===== src/rtl/axi_burst_mem_slave.sv =====
// axi_burst_mem_slave
//   Burst memory slave with independent, concurrently running write and read
//   channels. Each beat address is range-checked; beats past the top of the
//   memory never wrap: writes are dropped and reads return zero, both flagged
//   SLVERR. Storage is not reset.
//
// Ports
//   clk, a_rst_n                 clock, asynchronous active-low reset
//   AWVALID/AWREADY, AWADDR, AWLEN   write address channel (LEN = beats-1)
//   WVALID/WREADY, WDATA, WLAST      write data channel
//   BVALID/BREADY, BRESP             write response (00 OKAY, 10 SLVERR)
//   ARVALID/ARREADY, ARADDR, ARLEN   read address channel
//   RVALID/RREADY, RDATA, RRESP, RLAST  read data channel
module axi_burst_mem_slave #(
    parameter int DATA_W = 8,
    parameter int MEM_AW = 8,
    parameter int LEN_W  = 4
) (
    input  logic              clk,
    input  logic              a_rst_n,
    input  logic              AWVALID,
    output logic              AWREADY,
    input  logic [MEM_AW-1:0] AWADDR,
    input  logic [LEN_W-1:0]  AWLEN,
    input  logic              WVALID,
    output logic              WREADY,
    input  logic [DATA_W-1:0] WDATA,
    input  logic              WLAST,
    output logic              BVALID,
    input  logic              BREADY,
    output logic [1:0]        BRESP,
    input  logic              ARVALID,
    output logic              ARREADY,
    input  logic [MEM_AW-1:0] ARADDR,
    input  logic [LEN_W-1:0]  ARLEN,
    output logic              RVALID,
    input  logic              RREADY,
    output logic [DATA_W-1:0] RDATA,
    output logic [1:0]        RRESP,
    output logic              RLAST
);

    localparam int DEPTH = 2**MEM_AW;
    localparam logic [1:0] RESP_OKAY   = 2'b00;
    localparam logic [1:0] RESP_SLVERR = 2'b10;
    localparam logic [LEN_W-1:0] CNT_ONE = LEN_W'(1);

    typedef enum logic [1:0] {W_IDLE, W_DATA, W_RESP} w_state_t;
    typedef enum logic       {R_IDLE, R_DATA}         r_state_t;

    logic [DATA_W-1:0] mem [DEPTH];

    // ------------------------------------------------------------------
    // Write channel
    // ------------------------------------------------------------------
    w_state_t          w_state;
    logic [MEM_AW:0]   waddr;     // one extra bit detects DEPTH-1 -> DEPTH
    logic [LEN_W-1:0]  wlen;
    logic [LEN_W-1:0]  wcnt;
    logic              werr;
    logic              wovf;      // sticky: once past the top, stay out of range

    logic w_beat;
    logic w_oob;
    logic w_last_beat;
    logic werr_next;
    logic mem_we;

    always_comb begin
        w_beat      = (w_state == W_DATA) && WVALID && WREADY;
        w_oob       = waddr[MEM_AW] || wovf;
        w_last_beat = (wcnt == wlen);
        // Burst length comes from AWLEN alone; a misplaced WLAST only flags an error.
        werr_next   = werr || w_oob || (WLAST != w_last_beat);
        mem_we      = w_beat && !w_oob;
    end

    always_ff @(posedge clk or negedge a_rst_n) begin
        if (!a_rst_n) begin
            w_state <= W_IDLE;
            waddr   <= '0;
            wlen    <= '0;
            wcnt    <= '0;
            werr    <= 1'b0;
            wovf    <= 1'b0;
            AWREADY <= 1'b0;
            WREADY  <= 1'b0;
            BVALID  <= 1'b0;
            BRESP   <= RESP_OKAY;
        end else begin
            case (w_state)
                W_IDLE: begin
                    if (!AWREADY) begin
                        AWREADY <= 1'b1;
                    end else if (AWVALID) begin
                        waddr   <= {1'b0, AWADDR};
                        wlen    <= AWLEN;
                        wcnt    <= '0;
                        werr    <= 1'b0;
                        wovf    <= 1'b0;
                        AWREADY <= 1'b0;
                        WREADY  <= 1'b1;
                        w_state <= W_DATA;
                    end
                end
                W_DATA: begin
                    if (w_beat) begin
                        waddr <= waddr + 1'b1;
                        wcnt  <= wcnt + 1'b1;
                        werr  <= werr_next;
                        if (w_oob) begin
                            wovf <= 1'b1;
                        end
                        if (w_last_beat) begin
                            WREADY  <= 1'b0;
                            BVALID  <= 1'b1;
                            BRESP   <= werr_next ? RESP_SLVERR : RESP_OKAY;
                            w_state <= W_RESP;
                        end
                    end
                end
                W_RESP: begin
                    if (BREADY) begin
                        BVALID  <= 1'b0;
                        BRESP   <= RESP_OKAY;
                        AWREADY <= 1'b1;
                        w_state <= W_IDLE;
                    end
                end
                default: w_state <= W_IDLE;
            endcase
        end
    end

    always_ff @(posedge clk) begin
        if (mem_we) begin
            mem[waddr[MEM_AW-1:0]] <= WDATA;
        end
    end

    // ------------------------------------------------------------------
    // Read channel
    // ------------------------------------------------------------------
    r_state_t          r_state;
    logic [MEM_AW:0]   raddr;
    logic [LEN_W-1:0]  rlen;
    logic [LEN_W-1:0]  rcnt;
    logic              rovf;
    logic              r_oob;

    always_comb begin
        r_oob = raddr[MEM_AW] || rovf;
    end

    // Reads sample mem with a non-blocking load, so a same-edge write to the
    // same word is not yet visible: the read returns the old contents.
    always_ff @(posedge clk or negedge a_rst_n) begin
        if (!a_rst_n) begin
            r_state <= R_IDLE;
            raddr   <= '0;
            rlen    <= '0;
            rcnt    <= '0;
            rovf    <= 1'b0;
            ARREADY <= 1'b0;
            RVALID  <= 1'b0;
            RDATA   <= '0;
            RRESP   <= RESP_OKAY;
            RLAST   <= 1'b0;
        end else begin
            case (r_state)
                R_IDLE: begin
                    if (!ARREADY) begin
                        ARREADY <= 1'b1;
                    end else if (ARVALID) begin
                        // ARADDR is MEM_AW bits wide, so the first beat is always in range.
                        RDATA   <= mem[ARADDR];
                        RRESP   <= RESP_OKAY;
                        RVALID  <= 1'b1;
                        RLAST   <= (ARLEN == '0);
                        raddr   <= {1'b0, ARADDR} + 1'b1;
                        rlen    <= ARLEN;
                        rcnt    <= CNT_ONE;
                        rovf    <= 1'b0;
                        ARREADY <= 1'b0;
                        r_state <= R_DATA;
                    end
                end
                R_DATA: begin
                    if (RREADY) begin
                        if (RLAST) begin
                            RVALID  <= 1'b0;
                            RLAST   <= 1'b0;
                            ARREADY <= 1'b1;
                            r_state <= R_IDLE;
                        end else begin
                            if (r_oob) begin
                                RDATA <= '0;
                                RRESP <= RESP_SLVERR;
                                rovf  <= 1'b1;
                            end else begin
                                RDATA <= mem[raddr[MEM_AW-1:0]];
                                RRESP <= RESP_OKAY;
                            end
                            RLAST <= (rcnt == rlen);
                            raddr <= raddr + 1'b1;
                            rcnt  <= rcnt + 1'b1;
                        end
                    end
                end
                default: r_state <= R_IDLE;
            endcase
        end
    end

endmodule


===== config.mk =====
export PLATFORM = sky130hd
export DESIGN_NAME = axi_burst_mem_slave
export DESIGN_NICKNAME = d
export VERILOG_FILES = /design/src/rtl/axi_burst_mem_slave.sv
export SDC_FILE = /design/constraint.sdc
export NUM_CORES = 2
export LEC_CHECK = 0
export BUFFER_PORTS_ARGS = -buffer_cell sky130_fd_sc_hd__buf_2
export CAP_MARGIN = 0
export CORE_UTILIZATION = 25
export CTS_CLUSTER_DIAMETER = 60
export CTS_CLUSTER_SIZE = 25
export DETAILED_ROUTE_END_ITERATION = 16
export PLACE_DENSITY_LB_ADDON = 0.3
export SLEW_MARGIN = 20
export SYNTH_ARGS = -nofsm -noshare
export SYNTH_HDL_FRONTEND = slang
export SYNTH_SLANG_ARGS = --single-unit

===== constraint.sdc =====
create_clock -name clk -period 7.15 [get_ports clk]
set_input_delay 1.0725 -clock clk [delete_from_list [all_inputs] [get_ports clk]]
set_output_delay 1.0725 -clock clk [all_outputs]
set_load 0.05 [all_outputs]

==> impl_metrics.tcl <==
set metrics [dict create \
    use_met1 0.246 \
    met3_usage 0.0403 \
    end_kind "flop" \
    crit_slowest_cell "nor2_1" \
    syn_area_per_cell_sq_um 18.1 \
    ir_worst_vdd_uv 331 \
    viasPerCell 5.53 \
    cts_htree_levels 4 \
    clk_latency_ns 0.93 \
    drt-pass1-iter-count 8 \
    cpPeakStageDelay_ns 1.05 \
    dieArea_sq_um 397000 \
    num-fill-cells 38700 \
    first_global_vias 58600 \
    clock_sinks 2104 \
    cp_common_cell "nand3_1" \
    ys_ff_latch 2104 \
    worstPathArrival_ns 5.56 \
    hp-class "input port to async pin" \
    cts.clk_slew.worst_paths_ns 0.08 \
    cts_root_buffer "clkbuf_16" \
    post_drt_wl_per_cell_um 34.8 \
    relSlewSlack 0.0423 \
    die_y_um 630 \
    seq_area_sq_um 62900 \
    die_w_um 630 \
    synth-async-reset-ratio 0.0266 \
    place_inst 10500 \
    r2r_slack_ns 2.12 \
    dp_slack_ns 1.76 \
    crit_path_max_fanout 16 \
    rsz0062_at_grt "no" \
    synth_edf_count 2048 \
    ios 58 \
    rows 230 \
    leakage_nw 33.0 \
    core_area_sq_um 392000 \
    hold_viol 0 \
    fmax_mhz 199 \
    clockBufferDepth 4 \
    start_kind "flop" \
    hpwl_um 250000 \
    drv_cap 0 \
    setup_slack_ns 2.12 \
    setup_viol 0 \
    tns_ns 0 \
    drcViolationCount 0 \
    fin_area_sq_um 110000 \
    cts_made_buffers 160 \
    wl_um 373000 \
    use_met2 0.285 \
    antenna_found_initial 25 \
    synth_flop_cell "edfxtp_1" \
    status "finished clean" \
    post_cts_buffers 0 \
    cts_tree "done" \
    fin_crit_sh 0.704 \
    numPortBuffers 55 \
    nets 5442 \
    ctsHoldBuffers 0 \
    syn_area_sq_um 98500 \
    final_core_util 0.282 \
    synth_cells 5435 \
    drt_iter0_drc 8071 \
    num_vias 59400 \
    gp_congestion 0.949 \
    tightest_slew_ns 1.42 \
    grt_max_degree 171 \
    dpl_cell_area_sq_um 105000 \
    r2r-start "w_state[0]" \
    syn_to_final_growth_pct 12.1 \
    reg2reg_to "mem[113][2]" \
    grt.total_usage 0.183 \
    ys_types 65 \
    reg2reg_depth 6 \
    stdcell_count 10700 \
    ys_warn_count 0 \
    grt_pass1_wl_um 508000 \
    fin_skew_ns 0.0689 \
    drv_slew 0 \
    grt_overflow_total 0 \
    crit_chain "nor2b_1 -> nand3_1 -> or3_1 -> nor3b_1 -> nand3_1 -> nor2_1" \
    worstSetupPathType "flop to flop" \
    busiest_layer "met2" \
    crit_required_ns 7.68 \
    start_util 0.251 \
    ys_seq_area_frac 0.639 \
    multi_input_area_sq_um 33300 \
    powerDensity_nw_per_um2 322 \
    ant_nets 0 \
    cp_top_family "simple AND/OR/NAND/NOR gates" \
    worst-path-buf-inv 0 \
    cts_resized 0 \
    drive_gt1_frac 0.267 \
    timing.final.crit_period_ns 5.03 \
]
==> metal layers <==
metal,part of all wire,up-vias
li1,-,23100
met1,0.40,32200
met2,0.46,3499
met3,0.094,651
met4,0.049,10
met5,0.00018,-
==> worst max path at each step <==
stage / from / endpoint / slack (ns) / depth (start not counted)
floorplan: ARADDR[1] / RDATA[0] / 3.81 / 11
global placement: WVALID / mem[58][0] / 1.19 / 6
detailed placement: WVALID / mem[113][5] / 1.76 / 6
CTS: w_state[0] / mem[113][5] / 2.11 / 6
global route: w_state[0] / mem[115][2] / 1.85 / 6
finish: w_state[0] / mem[113][2] / 2.12 / 6
==> worst reg2reg max path, delay by kind of cell (launching register included) <==
family           cells  cell delay [ns]
and+or+nand+nor      6             4.26
DFF                  1             0.40
==> cells by family after synthesis <==
family,Yosys count,synth area share
DFF,2104,0.639
muxes,1249,0.239
and+or+nand+nor,815,0.0382
AOI/OAI and AO/OA,781,0.0566
buffers and inverters,462,0.0257
xor gates and xnor gates,16,0.00142
adders and majority gates,7,0.000889
other,1,0.0000381
==> registers in the layout, summed over array words and instances (netlist names), 2 cells and up <==
register,count
RDATA,8
w_state,2
wlen,4
mem,2048
rcnt,4
wcnt,4
waddr,9
raddr,9
rlen,4
==> synthesized netlist by cell type, types with 29 or more instances <==
library cell,instances,share of area
clkbuf_1,203,0.0077
dfrtp_1,56,0.014
nor2_1,331,0.013
a22oi_1,173,0.013
a21oi_1,132,0.0067
buf_6,53,0.0061
nand4_1,32,0.0020
mux4_2,878,0.20
mux2i_1,359,0.036
buf_2,93,0.0047
a211oi_1,34,0.0026
a22o_1,44,0.0039
buf_1,31,0.0012
o21ai_0,74,0.0038
o221ai_1,45,0.0040
edfxtp_1,2048,0.62
nand2_1,167,0.0064
nor3_1,88,0.0045
a221oi_1,80,0.0071
o22ai_1,93,0.0059
nand3_1,41,0.0021
a2111oi_0,39,0.0035
and2_1,29,0.0018
buf_4,66,0.0050
==> report_power, final <==
part           internal [mW]  switching [mW]
Combinational           3.87            7.76
Clock                   4.59            5.16
Sequential              13.7           0.478
==> placed cells by master (no fill, tap or decap), types with 32 or more instances in the layout <==
master	n
mux2i_1	359
buf_4	164
a21oi_1	132
buf_2	42
nand3_1	37
a221oi_1	80
nand4_1	32
o22ai_1	93
edfxtp_1	2048
clkbuf_16	162
nor3_1	86
nor2_1	323
o21ai_0	74
a22oi_1	173
nand2_1	164
a22o_1	44
mux4_2	878
a211oi_1	34
dfrtp_1	52
o221ai_1	45
==> metrics by stage <==
step,total power [mW],hold slack (ns)
CTS,35.5,0.308
global route,36.3,0.340
floorplan,20.8,0.451
detailed placement,25.9,0.466
global placement,25.8,0.476
finish,35.6,0.308
==> layout make-up <==
class / count / share of cell area
Antenna cell: 4 / 0.0000906
Clock buffer: 166 / 0.0368
Clock inverter: 117 / 0.0130
Inverter: 13 / 0.000464
Multi-Input combinational cell: 2870 / 0.301
Sequential cell: 2104 / 0.570
Tap cell: 5220 / 0.0591
Timing Repair Buffer: 246 / 0.0196
Note: power is estimated with default switching activity, not from simulation.
